===== src/rtl/lbike_pkg.sv =====
// Shared constants for the light-bike game: direction encoding, PS/2 set-2 scan codes,
// prefix-decoder states and the opposite-direction helper.
package lbike_pkg;

  localparam logic [1:0] UP    = 2'b00;
  localparam logic [1:0] RIGHT = 2'b01;
  localparam logic [1:0] DOWN  = 2'b10;
  localparam logic [1:0] LEFT  = 2'b11;

  localparam logic [7:0] KC_W     = 8'h1D;
  localparam logic [7:0] KC_S     = 8'h1B;
  localparam logic [7:0] KC_A     = 8'h1C;
  localparam logic [7:0] KC_D     = 8'h23;
  localparam logic [7:0] KC_UP    = 8'h75;
  localparam logic [7:0] KC_DOWN  = 8'h72;
  localparam logic [7:0] KC_LEFT  = 8'h6B;
  localparam logic [7:0] KC_RIGHT = 8'h74;
  localparam logic [7:0] KC_SPACE = 8'h29;
  localparam logic [7:0] KC_ESC   = 8'h76;
  localparam logic [7:0] KC_EXT   = 8'hE0;
  localparam logic [7:0] KC_BRK   = 8'hF0;

  typedef enum logic [1:0] {
    IDLE    = 2'b00,
    EXT     = 2'b01,
    BRK     = 2'b10,
    EXT_BRK = 2'b11
  } pfx_state_t;

  function automatic logic [1:0] opposite(input logic [1:0] d);
    return d ^ 2'b10;
  endfunction

endpackage


===== src/rtl/sync_edge.sv =====
// Two-flop synchronizer for an asynchronous level, plus a one-cycle rising-edge pulse.
// rise is high in the cycle after the second stage first sees the level high.
module sync_edge (
  input  logic clk,
  input  logic reset,
  input  logic din,
  output logic rise
);

  logic s1;
  logic s2;
  logic prev;

  always_ff @(posedge clk) begin
    if (!reset) begin
      s1   <= 1'b0;
      s2   <= 1'b0;
      prev <= 1'b0;
    end else begin
      s1   <= din;
      s2   <= s1;
      prev <= s2;
    end
  end

  assign rise = s2 & ~prev;

endmodule


===== src/rtl/ps2_cmd_decoder.sv =====
// PS/2 scan-code to game-command decoder: capture 3 edges after scan_ready rises, decode 1 later;
// read acknowledges each capture, direction changes commit only on tick.
module ps2_cmd_decoder
  import lbike_pkg::*;
#(
  parameter bit         NO_REVERSE  = 1'b1,
  parameter logic [1:0] P1_INIT_DIR = 2'b01,
  parameter logic [1:0] P2_INIT_DIR = 2'b11
) (
  input  logic       clk,
  input  logic       reset,
  input  logic       scan_ready,
  input  logic [7:0] scan_code,
  output logic       read,
  input  logic       tick,
  input  logic       init_dirs,
  output logic [1:0] p1_dir,
  output logic [1:0] p2_dir,
  output logic       start_req,
  output logic       esc_pulse,
  output logic [7:0] last_code
);

  logic       code_rise;
  pfx_state_t state_q;
  pfx_state_t state_d;

  logic       p1_hit;
  logic [1:0] p1_code_dir;
  logic       p2_hit;
  logic [1:0] p2_code_dir;

  logic       p1_act;
  logic       p2_act;
  logic       start_set;
  logic       esc_set;

  logic [1:0] p1_pend;
  logic [1:0] p2_pend;
  logic [1:0] p1_ref;
  logic [1:0] p2_ref;
  logic       p1_ok;
  logic       p2_ok;

  sync_edge u_sync (
    .clk   (clk),
    .reset (reset),
    .din   (scan_ready),
    .rise  (code_rise)
  );

  // read doubles as the "last_code holds a fresh code" strobe for the decoder
  always_ff @(posedge clk) begin
    if (!reset) begin
      last_code <= 8'h00;
      read      <= 1'b0;
    end else begin
      read <= code_rise;
      if (code_rise) begin
        last_code <= scan_code;
      end
    end
  end

  always_comb begin
    p1_hit      = 1'b1;
    p1_code_dir = UP;
    case (last_code)
      KC_W:    p1_code_dir = UP;
      KC_S:    p1_code_dir = DOWN;
      KC_A:    p1_code_dir = LEFT;
      KC_D:    p1_code_dir = RIGHT;
      default: p1_hit      = 1'b0;
    endcase
  end

  always_comb begin
    p2_hit      = 1'b1;
    p2_code_dir = UP;
    case (last_code)
      KC_UP:    p2_code_dir = UP;
      KC_DOWN:  p2_code_dir = DOWN;
      KC_LEFT:  p2_code_dir = LEFT;
      KC_RIGHT: p2_code_dir = RIGHT;
      default:  p2_hit      = 1'b0;
    endcase
  end

  always_ff @(posedge clk) begin
    if (!reset) begin
      state_q <= IDLE;
    end else begin
      state_q <= state_d;
    end
  end

  always_comb begin
    state_d   = state_q;
    p1_act    = 1'b0;
    p2_act    = 1'b0;
    start_set = 1'b0;
    esc_set   = 1'b0;
    case (state_q)
      IDLE: begin
        if (read) begin
          if (last_code == KC_EXT) begin
            state_d = EXT;
          end else if (last_code == KC_BRK) begin
            state_d = BRK;
          end else begin
            p1_act    = p1_hit;
            p2_act    = p2_hit;
            start_set = (last_code == KC_SPACE);
            esc_set   = (last_code == KC_ESC);
          end
        end
      end
      EXT: begin
        if (read) begin
          if (last_code == KC_BRK) begin
            state_d = EXT_BRK;
          end else if (last_code == KC_EXT) begin
            state_d = EXT;
          end else begin
            state_d = IDLE;
            p2_act  = p2_hit;
          end
        end
      end
      BRK, EXT_BRK: begin
        if (read) begin
          state_d = IDLE;
        end
      end
      default: state_d = IDLE;
    endcase
  end

  // on a tick the pending value is what becomes committed, so it is the value a reversal is judged against
  assign p1_ref = tick ? p1_pend : p1_dir;
  assign p2_ref = tick ? p2_pend : p2_dir;
  assign p1_ok  = !(NO_REVERSE && (p1_code_dir == opposite(p1_ref)));
  assign p2_ok  = !(NO_REVERSE && (p2_code_dir == opposite(p2_ref)));

  always_ff @(posedge clk) begin
    if (!reset) begin
      p1_pend   <= P1_INIT_DIR;
      p2_pend   <= P2_INIT_DIR;
      p1_dir    <= P1_INIT_DIR;
      p2_dir    <= P2_INIT_DIR;
      start_req <= 1'b0;
      esc_pulse <= 1'b0;
    end else begin
      esc_pulse <= esc_set;
      if (start_set) begin
        start_req <= 1'b1;
      end else if (tick) begin
        start_req <= 1'b0;
      end
      if (init_dirs) begin
        p1_pend <= P1_INIT_DIR;
        p2_pend <= P2_INIT_DIR;
        p1_dir  <= P1_INIT_DIR;
        p2_dir  <= P2_INIT_DIR;
      end else begin
        if (tick) begin
          p1_dir <= p1_pend;
          p2_dir <= p2_pend;
        end
        if (p1_act && p1_ok) begin
          p1_pend <= p1_code_dir;
        end
        if (p2_act && p2_ok) begin
          p2_pend <= p2_code_dir;
        end
      end
    end
  end

endmodule


===== config.mk =====
export PLATFORM = sky130hd
export DESIGN_NAME = ps2_cmd_decoder
export DESIGN_NICKNAME = d
export VERILOG_FILES = /design/src/rtl/lbike_pkg.sv /design/src/rtl/sync_edge.sv /design/src/rtl/ps2_cmd_decoder.sv
export SDC_FILE = /design/constraint.sdc
export NUM_CORES = 1
export LEC_CHECK = 0
export BUFFER_PORTS_ARGS = -buffer_cell sky130_fd_sc_hd__clkbuf_2
export CAP_MARGIN = 20
export CORE_ASPECT_RATIO = 2
export CORE_MARGIN = 5
export CORE_UTILIZATION = 35
export CTS_CLUSTER_DIAMETER = 150
export CTS_CLUSTER_SIZE = 14
export DETAILED_ROUTE_END_ITERATION = 10
export GPL_TIMING_DRIVEN = 0
export PLACE_DENSITY = 0.65
export SLEW_MARGIN = 0
export SYNTH_ARGS = -nofsm -noshare
export SYNTH_HDL_FRONTEND = slang
export SYNTH_HIERARCHICAL = 1
export SYNTH_SLANG_ARGS = --single-unit

===== constraint.sdc =====
create_clock -name clk -period 5.15 [get_ports clk]
set_input_delay 0.515 -clock clk [delete_from_list [all_inputs] [get_ports clk]]
set_output_delay 0.515 -clock clk [all_outputs]
set_load 0.05 [all_outputs]

* Yosys cells after proc, flatten, opt, wreduce, memory -nomap -nowiden
Cells that the tools add are included.
W data, S select, Z words.
** Word-level totals
- Register bits :: 24
- Latch bits :: 0
- Bits in writable memories :: 0
- ROM bits :: 0
- Bits of input ports :: 13
- Output and inout bits :: 15
- Memories :: 0
** Operators by class
- $add $sub $neg :: 0
- $mul :: 0
- Div/mod/pow operators :: 0
- Order comparisons :: 0
- Equality and inequality tests :: 21
- Shift operators :: 0
- Mux-type cells :: 31
- Bitwise gates (word level) :: 7
- Reductions and logical operators :: 12
** Operator list (number)
- $eq A8 B7 Y1 const B :: 5
- $eq A8 B5 Y1 const B :: 3
- $mux W1 :: 19
- $pmux W2 S3 :: 3
- $eq A8 B6 Y1 const B :: 2
- $eq A8 B8 Y1 const B :: 2
- $mux W2 :: 8
- $reduce_or A4 Y1 :: 2
- $ne A2 B2 Y1 const B :: 3
- $not A1 Y1 :: 6
- $reduce_or A5 Y1 :: 1
- $eq A2 B2 Y1 :: 2
- $eq A2 B2 Y1 const B :: 2
- $reduce_and A4 Y1 :: 1
- $reduce_or A2 Y1 :: 2
- $ne A3 B3 Y1 const B :: 1
- $eq A2 B1 Y1 const B :: 1
- $logic_and A1 B1 Y1 :: 2
- $logic_not A1 Y1 :: 2
- $logic_not A2 Y1 :: 1
- $pmux W1 S2 :: 1
- $reduce_bool A2 Y1 :: 1
- $and A1 B1 Y1 :: 1

* Depth between registers and ports, before layout
Gate-level depths: netlist (run 1).
- Word-level depth :: 8
- Depth in mapped cells :: 7

* Hierarchy
The synthesis (run 1) kept the hierarchy.
** By module, submodules not included
- ps2_cmd_decoder :: instances 1, cells each 121, area an instance 1118.6 µm², seq. area each 420.4 µm²
- sync_edge :: instances 1, cells each 7, area an instance 92.6 µm², seq. area each 60.1 µm²

* Worst setup path after synthesis (run 1)
OpenSTA, ideal clock, no wires.
- Kind :: register to register
- From :: register last_code[5]
- To :: register p2_pend[1]
- Library setup time :: 0.120 ns
- Arrival :: 2.090 ns
- Data required time :: 5.030 ns
- Path slack :: 2.941 ns
- Stages on the path, launching flop included :: 7
- Path buffers :: 0
- Period minus slack after synthesis :: 2.209 ns
- Cell sequence :: dfxtp_1 > nand4bb_1 > or4b_4 > o2111ai_1 > o311ai_1 > and3_1 > a211o_1
** On the way
- Cells in the longest elaborated chain, start to end :: 8
** RTL lines
- start, declared :: RTL line ps2_cmd_decoder.sv:21 : output logic [7:0] last_code
- start signal, assigned :: RTL line ps2_cmd_decoder.sv:60 : last_code <= scan_code;
- $eq A8 B7 Y1 :: RTL line ps2_cmd_decoder.sv:80 : case (last_code)
- $reduce_or A4 Y1 (no line)
- $mux W1 :: RTL line ps2_cmd_decoder.sv:80
- $mux W1 (on tied branches) :: RTL line ps2_cmd_decoder.sv:122, ps2_cmd_decoder.sv:108
- $mux W1 (on tied branches) :: RTL line ps2_cmd_decoder.sv:120, ps2_cmd_decoder.sv:106
- $mux W1 (on tied branches) :: RTL line ps2_cmd_decoder.sv:119, ps2_cmd_decoder.sv:105
- $pmux W1 S2 :: RTL line ps2_cmd_decoder.sv:103 : case (state_q)
- $logic_and A1 B1 Y1 :: RTL line ps2_cmd_decoder.sv:173 : if (p2_act && p2_ok) begin
- end signal, assigned :: RTL line ps2_cmd_decoder.sv:174 : p2_pend <= p2_code_dir;
- end, declared :: RTL line ps2_cmd_decoder.sv:39 : logic [1:0] p2_pend;
Parallel ways exist; a longest one is shown, timed or not.
A chain may end at the register's enable or synchronous reset.

* Worst setup path in the final report (run 1)
- From :: register last_code[0]
- To :: register p2_pend[1]
The elaborated chain is that of the path after synthesis.

==> results of run 1 <==
-- cell usage in the layout, fill, tap and decap left out, drive strengths merged, types with 4 or more instances in the layout --
cell    Yosys  layout
nand2b      6       6
nor2b      14      14
dfxtp      24      24
nand2      10      10
mux2i      13      13
or3         4       4
and2        4       4
clkbuf      2      32
nor2        5       5
nor3        5       5
-- sequential cells by signal, summed over array words and instances, names as in the netlist --
name / cells
u_sync/s2: 1
p1_pend: 2
u_sync/s1: 1
start_req: 1
read: 1
esc_pulse: 1
state_q: 2
last_code: 8
p2_pend: 2
p1_dir: 2
u_sync/prev: 1
p2_dir: 2
-- final timing paths --
| kind | start | endpoint | slack [ns] | cells past startpoint |
|---|---|---|---|---|
| max | last_code[0] | p2_pend[1] | 3.07 | 6 |
| min | u_sync/s1 | u_sync/s2 | 0.44 | 1 |
| max reg2reg | last_code[0] | p2_pend[1] | 3.07 | 6 |
| min reg2reg | u_sync/s1 | u_sync/s2 | 0.44 | 1 |
-- per-stage QoR --
stage          std cells  instance area (um2)
2_1_floorplan        128                 1211
3_3_place_gp         186                 1381
3_5_place_dp         186                 1381
4_1_cts              190                 1436
5_1_grt              190                 1436
6_report             190                 1436
-- area by class of cell --
| class | instances | area [um2] | area share [%] |
|---|---|---|---|
| flip-flops and latches | 24 | 480.5 | 33.45 |
| plain buffers | 5 | 35.03 | 2.439 |
| clock buffers | 4 | 55.05 | 3.833 |
| multi-input cells | 98 | 691.9 | 48.17 |
| inverters | 1 | 3.754 | 0.2613 |
| repair buffers | 26 | 130.1 | 9.059 |
| well taps | 32 | 40.04 | 2.787 |
-- critical path, cell delays in order (launching register included) --
cell       delay (ns)
dfxtp_1          0.41
nand4bb_1        0.27
nor4b_1          0.55
or3_1            0.20
o311ai_1         0.10
and3_1           0.20
a211o_1          0.25
-- cells by family after synthesis --
family	share of synthesized area, %
buf+inv	3.202
mux	11.67
flops	39.67
xor+xnor	0.7233
compound gates	11.67
simple gates	33.06
-- power groups by stage --
stage	Clock (mW)	Combinational [mW]	Sequential (mW)
after floorplan	0	0.0165	0.205
after global placement	0	0.0341	0.198
after detailed placement	0	0.0348	0.198
after CTS	0.132	0.0350	0.194
after global routing	0.138	0.0372	0.194
final	0.126	0.0343	0.194
-- layer usage --
metal,track usage [%],vias to the layer above,share of wire (%)
met2,23.62,26,55
met4,7.659,0,3.6
met1,12.78,464,38
met5,0,-,0
li1,-,522,-
met3,1.435,9,3.5
==> metrics.csv, run 1 <==
stage,metric,value,unit
detailed_routing,avgViaCountPerCell,5.374,
cells_and_area,fillers,357,
worst_setup_path,cp-end-kind,flop,
synth,netlist_top_cells_area,"dfxtp_1 (40%), mux2i_1 (11%), nor2b_1 (6.7%), nand2_1 (3.1%), nand2b_1 (3.1%)",
clock_tree,htree_levels,1,
detailed_routing,vias,1021,
clock_tree,cts_hold_buf,0,
global_routing,overflow,0,
power_and_ir_drop,internal_power,0.2715,mW
synth,synth_fp_nets,141,
power_and_ir_drop,irDropWorstVdd,0.1429,mV
timing,rsz0062_at_grt,false,
synth,synth_edf_count,0,
cells_and_area,layout.nets,172,
power_and_ir_drop,leakage,0.5350,nW
placed_design,place_hpwl,2178,um
cells_and_area,drive_above_1_share,23.42,%
worst_setup_path,path_class,reg -> reg,
cells_and_area,antennaDiodeCount,0,
timing,finalHoldViolCount,0,
detailed_routing,drc,0,
detailed_routing,wire_per_inst,14.19,um
synth,synth_most_common_cell,dfxtp_1,
placed_design,numPortBuffers,26,
worst_setup_path,start_kind,flop,
synth,synth_area_per_cell,9.462,um2
detailed_routing,drt_iter0_markers,13,
timing,finalWorstSetupSlack,3.070,ns
die,die-height,93.19,um
timing,min_period,2.080,ns
detailed_routing,firstDrtPassIters,2,
timing,setup_viol,0,
die,die_area,4808,um2
clock_tree,clkSinkCount,24,
power_and_ir_drop,power_frac_clock,35.7,%
outcome,status,completed,
clock_tree,post_cts_buffers,0,
cells_and_area,fin_util,42.52,%
timing,tns,0,ns
timing,drv_slew,0,
synth,synthCells,128,
synth,synth_flop_cell,dfxtp_1,
worst_hold_path,min_path_type,reg -> reg,
clock_tree,cts_buffer_depth,2,
power_and_ir_drop,comb_power_share,9.7,%
clock_tree,numCtsBuffers,3,
synth,ys_types,36,
synth,synth_top_area_share,39.67,%
power_and_ir_drop,p_switching,0.08281,mW
global_routing,grt_pass1_vias,1072,
synth,synth_area_leader_cell,dfxtp_1,
timing,worst_pin_slew,0.6240,ns
die,start_util,35.85,%
placed_design,place_congestion,0.7420,
timing,fmax,480.8,MHz
timing,relSlewSlack,58.40,%
power_and_ir_drop,power_density,246.7,nW/um2
worst_setup_path,cp.arrival,2.24,ns
global_routing,grt_start_max_net_pins,14,
die,core,3378,um2
clock_tree,cts_resized,0,
cells_and_area,syn2layout_area_growth,18.60,%
global_routing,antenna_found_initial,0,
worst_setup_path,cp_max_fo,10,
timing,layout_worst_path_cycle_share,40.38,%
global_routing,track_usage,12.70,%
synth,syn-cell-area,1211,um2
detailed_routing,ant_nets,0,
power_and_ir_drop,total_power,0.3544,mW
global_routing,grt_pass1_wl,4705,um
synth,synth-async-reset-ratio,0,%
clock_tree,cts_tree,yes,
worst_setup_path,required,5.31,ns
synth,synth.top_cells.by_count,"dfxtp_1 (24), mux2i_1 (13), nor2b_1 (13)",
power_and_ir_drop,seqPwrFrac,54.6,%
placed_design,pre_cts_slack,3.073,ns
run,maxCapViolations,0,
synth,ys_warn_count,6,
clock_tree,root_buffer,clkbuf_8,
die,pin_count,28,
detailed_routing,routed_wl,2697,um
power_and_ir_drop,p_sw_share,23.37,%
timing,finalClockSkew,0.004286,ns
timing,timing.hold.ws,0.4436,ns
synth,seq_area_frac_synth,39.67,%
die,num_rows,30,
synth,synth_seq_cells,24,
clock_tree,clk_latency,0.27,ns
die,die_x,51.60,um
clock_tree,clkSlewWorstSetupHoldPaths,0.08,ns
Power figures use the tool's default switching activity.
==> run 2, diff against run 1 <==
--- a/config.mk
+++ b/config.mk
@@ -14,7 +14,7 @@
 export CTS_CLUSTER_SIZE = 14
 export DETAILED_ROUTE_END_ITERATION = 10
 export GPL_TIMING_DRIVEN = 0
-export PLACE_DENSITY = 0.65
+export PLACE_DENSITY = 0.67
 export SLEW_MARGIN = 0
 export SYNTH_ARGS = -nofsm -noshare
 export SYNTH_HDL_FRONTEND = slang
==> constraint.sdc (replaced) <==
create_clock -name clk -period 1.79 [get_ports clk]
set_input_delay 0.179 -clock clk [delete_from_list [all_inputs] [get_ports clk]]
set_output_delay 0.179 -clock clk [all_outputs]
set_load 0.05 [all_outputs]
==> run 2 against run 1 <==
The flow now finishes with violations (setup timing). Wire length is 11% higher. Power grew to 3.1 times the previous value. Fmax is 6.5% higher. Die area stayed put. Global-route usage is 0.23 points higher. Clock skew hardly changed. Design area is 13% higher. Sequential cell count stayed put. Sequential share of layout area is 2.1 points lower. Via count is 9.8% higher. Non-clock buffer count is 11 higher. Worst hold slack worse by 0.31 ns.
==> metrics.csv, run 2 (synthesis gave the netlist of run 1 again) <==
stage,metric,value,unit
die,core,3378,um2
timing,layout_worst_path_cycle_share,109.1,%
worst_setup_path,cp_top_family,simple AND/OR/NAND/NOR gates,
worst_hold_path,min_path_type,in -> reg,
timing,rsz0062_at_grt,true,
cells_and_area,final_cell_mix,"clkbuf_2 (26), dfxtp_1 (14), nor2b_1 (13), mux2i_1 (13), buf_4 (11)",
global_routing,overflow,0,
worst_setup_path,cp.arrival,2.11,ns
worst_setup_path,path_class,reg -> reg,
placed_design,place_congestion,0.7877,
placed_design,dpl_cell_area,1425,um2
outcome,violations,setup timing,
worst_setup_path,cp_slowest_cell,or4b_4,
cells_and_area,fillers,330,
cells_and_area,drive_above_1_share,39.05,%
placed_design,numPortBuffers,26,
die,die_x,51.60,um
global_routing,track_usage,12.93,%
clock_tree,cts_tree,yes,
clock_tree,root_buffer,clkbuf_8,
worst_setup_path,required,1.95,ns
power_and_ir_drop,power_density,668.0,nW/um2
die,start_util,35.85,%
clock_tree,numCtsBuffers,3,
placed_design,dp_cells,186,
clock_tree,clkSlewWorstSetupHoldPaths,0.09,ns
timing,fmax,512.2,MHz
global_routing,grt_pass1_wl,4795,um
timing,finalClockSkew,0.003914,ns
detailed_routing,drt_iter0_markers,29,
worst_setup_path,cp_max_fo,4,
die,die_area,4808,um2
timing,relSlewSlack,57.48,%
detailed_routing,wire_per_inst,14.93,um
die,num_rows,30,
cells_and_area,stdcell_area,1623,um2
timing,tns,-0.4978,ns
placed_design,pre_cts_slack,-0.1998,ns
timing,finalWorstSetupSlack,-0.1625,ns
timing,min_period,1.952,ns
global_routing,grt_start_max_net_pins,15,
worst_setup_path,worstPathCellList,nand4bb_4 > or4b_4 > o211ai_1 > o311ai_2 > and3_1 > a211o_1,
placed_design,place_hpwl,2234,um
global_routing,antenna_found_initial,0,
global_routing,grt_pass1_vias,1136,
worst_setup_path,worst_path_largest_cell_delay,0.56,ns
power_and_ir_drop,irDropWorstVdd,0.3078,mV
detailed_routing,firstDrtPassIters,4,
cells_and_area,regMostFlops,last_code,
detailed_routing,avgViaCountPerCell,5.577,
outcome,status,"complete, but fails checks",
clock_tree,cts_buffer_depth,2,
die,die-height,93.19,um
timing,drv_slew,0,
worst_setup_path,startpoint,last_code[0],
cells_and_area,largest_register_ffs,8,
worst_setup_path,r2r_start,last_code[0],
detailed_routing,drc,0,
cells_and_area,final_common_cell,clkbuf_2,
detailed_routing,routed_wl,3000,um
cells_and_area,antennaDiodeCount,0,
run,maxCapViolations,0,
worst_hold_path,min_from,scan_ready,
timing,finalHoldViolCount,0,
die,pin_count,28,
cells_and_area,syn2layout_area_growth,33.99,%
timing,worst_pin_slew,0.6378,ns
power_and_ir_drop,leakage,0.6257,nW
detailed_routing,ant_nets,0,
timing,setup_viol,4,
cells_and_area,layout.nets,183,
worst_setup_path,start_kind,flop,
clock_tree,htree_levels,1,
worst_setup_path,crit_buf_inv,0,
clock_tree,clkSinkCount,24,
clock_tree,clk_latency,0.27,ns
detailed_routing,vias,1121,
timing,timing.hold.ws,0.1302,ns
cells_and_area,fin_cells,201,
worst_setup_path,cp-end-kind,flop,
-- run 2: cell types whose count changed in the layout (fill, tap and decap cells not counted), moves of 4 or more --
cell,delta
dfxtp_4,+6
dfxtp_2,+4
dfxtp_1,-10
buf_4,+11
-- run 2: worst register-to-register path, cell delays in order, from the launching register on --
cell and delay, ns:
dfxtp_4 0.36, nand4bb_4 0.24, or4b_4 0.56, o211ai_1 0.12
o311ai_2 0.14, and3_1 0.20, a211o_1 0.22
-- run 2: layout make-up --
class,instances,area (um2),share of cell area (%)
timing repair buffer,37,212.7,13.11
sequential,24,508.0,31.30
multi-input combinational,98,757.0,46.65
inverter,1,3.754,0.2313
tap,32,40.04,2.467
clock buffer,4,66.31,4.086
buffer,5,35.03,2.159
-- run 2: power by group --
part	internal, mW	switching [mW]
Sequential	0.538	0.0123
Combinational	0.0512	0.0642
Clock	0.243	0.175
-- run 2: per-stage QoR --
step           util (%)  power (mW)
2_1_floorplan         -      0.6334
3_3_place_gp      42.19      0.6639
3_5_place_dp      42.19      0.6668
4_1_cts           45.22       1.091
5_1_grt           48.04       1.124
6_report          48.04       1.084
-- run 2: path summary, 6_finish.rpt --
kind,slack [ns],to,cells past startpoint
worst max-delay path,-0.16,p2_pend[1],6
worst min-delay path,0.13,u_sync/s1,2
worst max register to register,-0.16,p2_pend[1],6
worst min register to register,0.45,u_sync/s2,1
-- run 2: layer usage --
layer | wire length [um] | vias to the layer above | part of all wire [%] | global-route usage, %
li1 | - | 543 | - | -
met5 | 0 | - | 0 | 0
met2 | 1719 | 35 | 57 | 25.85
met4 | 81 | 0 | 2.7 | 5.908
met3 | 107 | 9 | 3.6 | 1.914
met1 | 1091 | 534 | 36 | 11.90
-- run 2: repair_timing --
item | in CTS | in global routing
pin swaps | 1 | 12
setup endpoints to repair | 3 | 3
gates cloned | 0 | 0
resized for setup | 3 | 7
setup buffers | 3 | 9
hold buffers | 0 | 0
